$ cat src/rtl/clock_divider.sv
// clock_divider
//   Divides the fast board clock by 2^BITS into a 50%-duty divided clock and
//   generates a reset aligned to that divided-clock domain.
//
//   Ports:
//     clk        in   fast board clock, all flops on its rising edge
//     reset      in   synchronous active-high reset
//     div_clk    out  divided clock, counter MSB, registered
//     div_reset  out  active-high reset for the div_clk domain; changes only
//                     on div_clk falling edges
//     rise_tick  out  one-clk pulse in the first clk cycle with div_clk high
//
//   Parameters:
//     BITS        divider width, div_clk period = 2^BITS clk cycles (2..32)
//     RESET_HOLD  div_clk rising edges seen with div_reset high (1..255)
module clock_divider #(
  parameter int unsigned BITS       = 24,
  parameter int unsigned RESET_HOLD = 2
) (
  input  logic clk,
  input  logic reset,
  output logic div_clk,
  output logic div_reset,
  output logic rise_tick
);

  localparam logic [BITS-1:0] CNT_ONE  = {{(BITS-1){1'b0}}, 1'b1};
  localparam logic [BITS-1:0] CNT_HALF = {1'b1, {(BITS-1){1'b0}}};
  localparam logic [BITS-1:0] CNT_ZERO = {BITS{1'b0}};
  localparam logic [7:0]      HOLD_C   = 8'(RESET_HOLD);

  logic [BITS-1:0] cnt_q, cnt_d;
  logic [7:0]      hc_q, hc_d;
  logic            div_clk_q, div_clk_d;
  logic            div_reset_q, div_reset_d;
  logic            rise_tick_q, rise_tick_d;

  // Next-state logic for the divider counter, hold counter and outputs.
  always_comb begin
    cnt_d       = cnt_q;
    hc_d        = hc_q;
    div_reset_d = div_reset_q;

    if (reset) begin
      cnt_d = CNT_ZERO;
    end else begin
      cnt_d = cnt_q + CNT_ONE;
    end

    if (reset) begin
      div_reset_d = 1'b1;
      hc_d        = 8'd0;
    end else if (div_reset_q) begin
      // cnt_d == HALF marks a div_clk rising edge; count it up to the hold.
      if ((cnt_d == CNT_HALF) && (hc_q != HOLD_C)) begin
        hc_d = hc_q + 8'd1;
      end else begin
        hc_d = hc_q;
      end
      // Release only on a div_clk falling edge so the downstream domain
      // never sees div_reset change near its active edge.
      if ((cnt_d == CNT_ZERO) && (hc_q == HOLD_C)) begin
        div_reset_d = 1'b0;
      end else begin
        div_reset_d = 1'b1;
      end
    end else begin
      hc_d        = hc_q;
      div_reset_d = 1'b0;
    end

    // Registered copy of the counter MSB keeps div_clk glitch-free.
    div_clk_d   = cnt_d[BITS-1];
    rise_tick_d = (!reset) && (cnt_d == CNT_HALF);
  end

  // State and output registers.
  always_ff @(posedge clk) begin
    cnt_q       <= cnt_d;
    hc_q        <= hc_d;
    div_clk_q   <= div_clk_d;
    div_reset_q <= div_reset_d;
    rise_tick_q <= rise_tick_d;
  end

  assign div_clk   = div_clk_q;
  assign div_reset = div_reset_q;
  assign rise_tick = rise_tick_q;

endmodule

$ cat config.mk
export PLATFORM = sky130hd
export DESIGN_NAME = clock_divider
export DESIGN_NICKNAME = d
export VERILOG_FILES = /design/src/rtl/clock_divider.sv
export SDC_FILE = /design/constraint.sdc
export NUM_CORES = 1
export LEC_CHECK = 0
export ABC_AREA = 1
export BUFFER_PORTS_ARGS = -buffer_cell sky130_fd_sc_hd__buf_4
export CELL_PAD_IN_SITES_DETAIL_PLACEMENT = 1
export CELL_PAD_IN_SITES_GLOBAL_PLACEMENT = 1
export CORE_MARGIN = 5
export CORE_UTILIZATION = 35
export CTS_BUF_LIST = sky130_fd_sc_hd__clkbuf_4 sky130_fd_sc_hd__clkbuf_8 sky130_fd_sc_hd__clkbuf_16
export DETAILED_ROUTE_END_ITERATION = 8
export GPL_TIMING_DRIVEN = 0
export PLACE_DENSITY = 0.67
export SKIP_CTS_REPAIR_TIMING = 1
export SLEW_MARGIN = 5
export SYNTH_ARGS = -nofsm -noshare
export SYNTH_HDL_FRONTEND = slang
export SYNTH_SLANG_ARGS = --single-unit
export TNS_END_PERCENT = 50
$ cat constraint.sdc
create_clock -name clk -period 2.9 [get_ports clk]
set_input_delay 0.58 -clock clk [delete_from_list [all_inputs] [get_ports clk]]
set_output_delay 0.58 -clock clk [all_outputs]
set_load 0.05 [all_outputs]
==> impl_results.md <==
- Top cells by area, synth: sky130_fd_sc_hd__dfxtp_1, sky130_fd_sc_hd__nand2_1, sky130_fd_sc_hd__inv_1, sky130_fd_sc_hd__nand3_1, sky130_fd_sc_hd__nor2_1
- Number of DRC violations after detailed routing: 0
- Summed instance area of the synthesized netlist: 2140 µm²
- Initial standard-cell utilization of the core: 36.1%
- Post-placement cell count: 410
- Instance count of the mapped netlist: 331
- Crit path arrival time: 2.48 ns
- Clock Latency Late Sink: 0.29 ns
- Congestion Overflow GR: 0
- Total wirelength of the detailed-routed design: 5140 µm
- Category of the most critical setup path: reg -> reg
- Count of vias placed by the detailed router: 1969
- Vias in the first global route: 2087
- Die Width: 88.2 µm
- Area growth from synthesis to layout: 10.9%
- Setup tns final: 0 ns
- Number of hold violations in the final report: 0
- Class of the tightest hold or removal check: in -> reg
- Num rows: 28
- Detail Placement HPWL: 4080 µm
- Hold Crit Depth: 2
- Clk pin slew, worst setup/hold paths: 0.07 ns
- Cell area power density: 400 nW/µm²
- Leakage power: 1.25 nW
- Share of total power in sequential cells: 49.9%
- Number of pins exceeding their max-slew limit in the final report: 0
- Overall global routing resource usage: 15.3%
- Weighted congestion reported at the end of routability-driven placement: 0.754
- Slew of the pin with the lowest slew margin: 0.570 ns
- CTS H-Tree Depth: 2
- Clock root buffer: sky130_fd_sc_hd__clkbuf_8
- Most used DFF post-synth: sky130_fd_sc_hd__dfxtp_1
- Clk buf depth: 2
- Worst path slowest cell: sky130_fd_sc_hd__dfxtp_1
- Pre-Repair DR Iteration Count: 4
- Pre-CTS setup slack: 0.525 ns
- Switching part of the total power: 22.4%
- Sort of element at the end of the critical path: flop
- Final setup skew: 0.00570 ns
- Cell-by-cell listing of the critical path: ha_1 -> nand2_1 -> nor2_4 -> nand2_2 -> nor2_4 -> nand3_1 -> nand3_1 -> nand2_1 -> nor2_2 -> nand2_2 -> nor2_8 -> buf_8 -> nand4_1 -> nand2_1 -> nor2_1
- Number of synthesized flops with an enable pin: 0
- Time the worst path needs with I/O delays and setup: 2.30 ns
- Final critical-path setup slack: 0.604 ns
- Detailed-route vias per instance: 4.71
- Share of flip-flops with an asynchronous set or reset: 0%
- Number of filler cells placed in the layout: 798
- Max-cap violations: 0
- Cell area after placement: 2260 µm²
- Count of unique library cells instantiated by Yosys: 29
- Pin count of the biggest net entering global routing: 12
- Clock network power share: 46.2%
- Worst hold slack: 0.474 ns
- Area enclosed by the die boundary: 7780 µm²
- Final instance area: 2370 µm²
- # IOs: 5
- Final routed wire length divided by cell count: 12.3 µm
- Y dimension of the die: 88.2 µm
- Internal reg-to-reg setup slack: 0.60 ns
- Area share of the largest cell type after synthesis: 31.8%
- Final setup violation count: 0
- Layout Cells excl Fill: 418
- Num CTS Buffers: 5
- Syn nets: 336
- Ratio of cells with drive above 1 in the final layout: 15.2%
- Combinational group share of total power: 4.0%
- Antenna-violating nets left: 0
- Unrepaired setup endpoints after global routing: no
- Global-route wire length before repair: 9220 µm
- Placeable core region: 5920 µm²
- Worst slew margin relative to its limit: 62.0%
- Startpoint kind of the worst setup timing path: flop
- Status: finished, final reports clean
- Most numerous cell on the critical path: sky130_fd_sc_hd__nand2_1
- Most area-hungry cell type in the Yosys netlist: sky130_fd_sc_hd__dfxtp_1
- Internal Dissipation: 0.000736 W
- Nets: 347
- Max Clk Rate: 436 MHz
- Starting DRT DRC Count: 75
- Net switching power of the design: 0.000213 W
- Crit-path max FO: 10
- Commonest cells after routing, fill and taps aside: sky130_fd_sc_hd__nand2_1, sky130_fd_sc_hd__inv_1, sky130_fd_sc_hd__nand3_1, sky130_fd_sc_hd__dfxtp_1, sky130_fd_sc_hd__nor2_1
- Longest individual stage delay on the worst path: 0.39 ns
- Synthesized area per cell: 6.46 µm²
- Total inserted antenna cells: 0
- Fin crit share: 79.2%
- Part of the Yosys area used for sequential elements: 31.8%
- Flop and latch count out of synthesis: 34
- Count of warnings emitted by yosys: 0
- Critical path required time: 3.09 ns
- Number of sinks on the clock net: 34
- Antenna violations before repair: 0
- Number of input and output port buffers inserted: 4
- Worst voltage drop across the vdd grid: 0.174 mV
- CTS tree: built
- Leading cell type in the layout, fill and taps excluded: sky130_fd_sc_hd__nand2_1
- Worst Reg2Reg Path Length in Cells: 15
==> worst max-delay path, delay by kind of cell (launching register included) <==
| kind | cells | cell delay, ns |
|---|---|---|
| simple gates | 13 | 1.45 |
| flops | 1 | 0.39 |
| fa+ha+maj | 1 | 0.21 |
| buf+inv | 1 | 0.15 |
==> final cells by class <==
| class | count | area, µm² | share of cell area (%) |
|---|---|---|---|
| repair buffers | 4 | 30.0 | 1.27 |
| clock buffers | 5 | 68.8 | 2.90 |
| plain buffers | 5 | 35.0 | 1.48 |
| multi-input cells | 215 | 1130 | 47.8 |
| clock inverters | 3 | 40.0 | 1.69 |
| inverters | 77 | 289 | 12.2 |
| flip-flops and latches | 34 | 681 | 28.7 |
| well taps | 75 | 93.8 | 3.96 |
==> cells by family (layout without fill, tap and decap cells) <==
kind of cell               after synthesis  in the layout  synth area share (%)
adders and majority gates                3              3                  1.75
buffers and inverters                   82             94                  15.1
xor gates and xnor gates                 1              1                 0.409
and+or+nand+nor                        207            207                  49.7
AOI/OAI and AO/OA                        4              4                  1.23
DFF                                     34             34                  31.8
==> power by group through the flow <==
stage	sequential, W	combinational (W)	clock (W)
floorplan	0.000484	0.0000291	0
global placement	0.000484	0.0000383	0
detailed placement	0.000484	0.0000392	0
CTS	0.000473	0.0000394	0.000456
global route	0.000474	0.0000423	0.000479
finish	0.000473	0.0000377	0.000438
==> metrics by stage <==
stage | total power (W) | util [%]
2_1_floorplan | 0.000513 | -
3_3_place_gp | 0.000522 | 38.2
3_5_place_dp | 0.000523 | 38.2
4_1_cts | 0.000968 | 40.1
5_1_grt | 0.000995 | 40.1
6_report | 0.000949 | 40.1
==> layer usage <==
layer  part of all wire (%)  wire length [µm]  GRT usage [%]  up-vias
li1                       -                 -              -     1031
met1                     48              2450           18.7      913
met2                     48              2450           26.3       17
met3                    2.6               136           3.39        8
met4                    1.9                97           5.22        0
met5                      0                 0              0        -
==> Yosys cell counts (2+ instances only) <==
| cell type | instances |
|---|---|
| sky130_fd_sc_hd__nor2_8 | 2 |
| sky130_fd_sc_hd__o21ai_0 | 2 |
| sky130_fd_sc_hd__nand2_2 | 6 |
| sky130_fd_sc_hd__buf_1 | 2 |
| sky130_fd_sc_hd__inv_1 | 73 |
| sky130_fd_sc_hd__nor2_1 | 27 |
| sky130_fd_sc_hd__nor2_2 | 8 |
| sky130_fd_sc_hd__nand4_1 | 11 |
| sky130_fd_sc_hd__nand3b_1 | 3 |
| sky130_fd_sc_hd__nand3_1 | 42 |
| sky130_fd_sc_hd__nor2_4 | 7 |
| sky130_fd_sc_hd__nand3_2 | 6 |
| sky130_fd_sc_hd__nor3_1 | 3 |
| sky130_fd_sc_hd__dfxtp_1 | 34 |
| sky130_fd_sc_hd__ha_1 | 3 |
| sky130_fd_sc_hd__nand2_1 | 87 |
| sky130_fd_sc_hd__inv_2 | 3 |
==> sequential cells by signal, summed over array words and instances (netlist names) <==
register   count
cnt_q         24
div_reset      1
hc_q           8
rise_tick      1
==> final timing paths <==
kind	to	startpoint
max	hc_q[0]	cnt_q[0]
min	cnt_q[1]	reset
max reg2reg	hc_q[0]	cnt_q[0]
min reg2reg	cnt_q[0]	cnt_q[0]
Note: power is estimated with default switching activity, not from simulation.
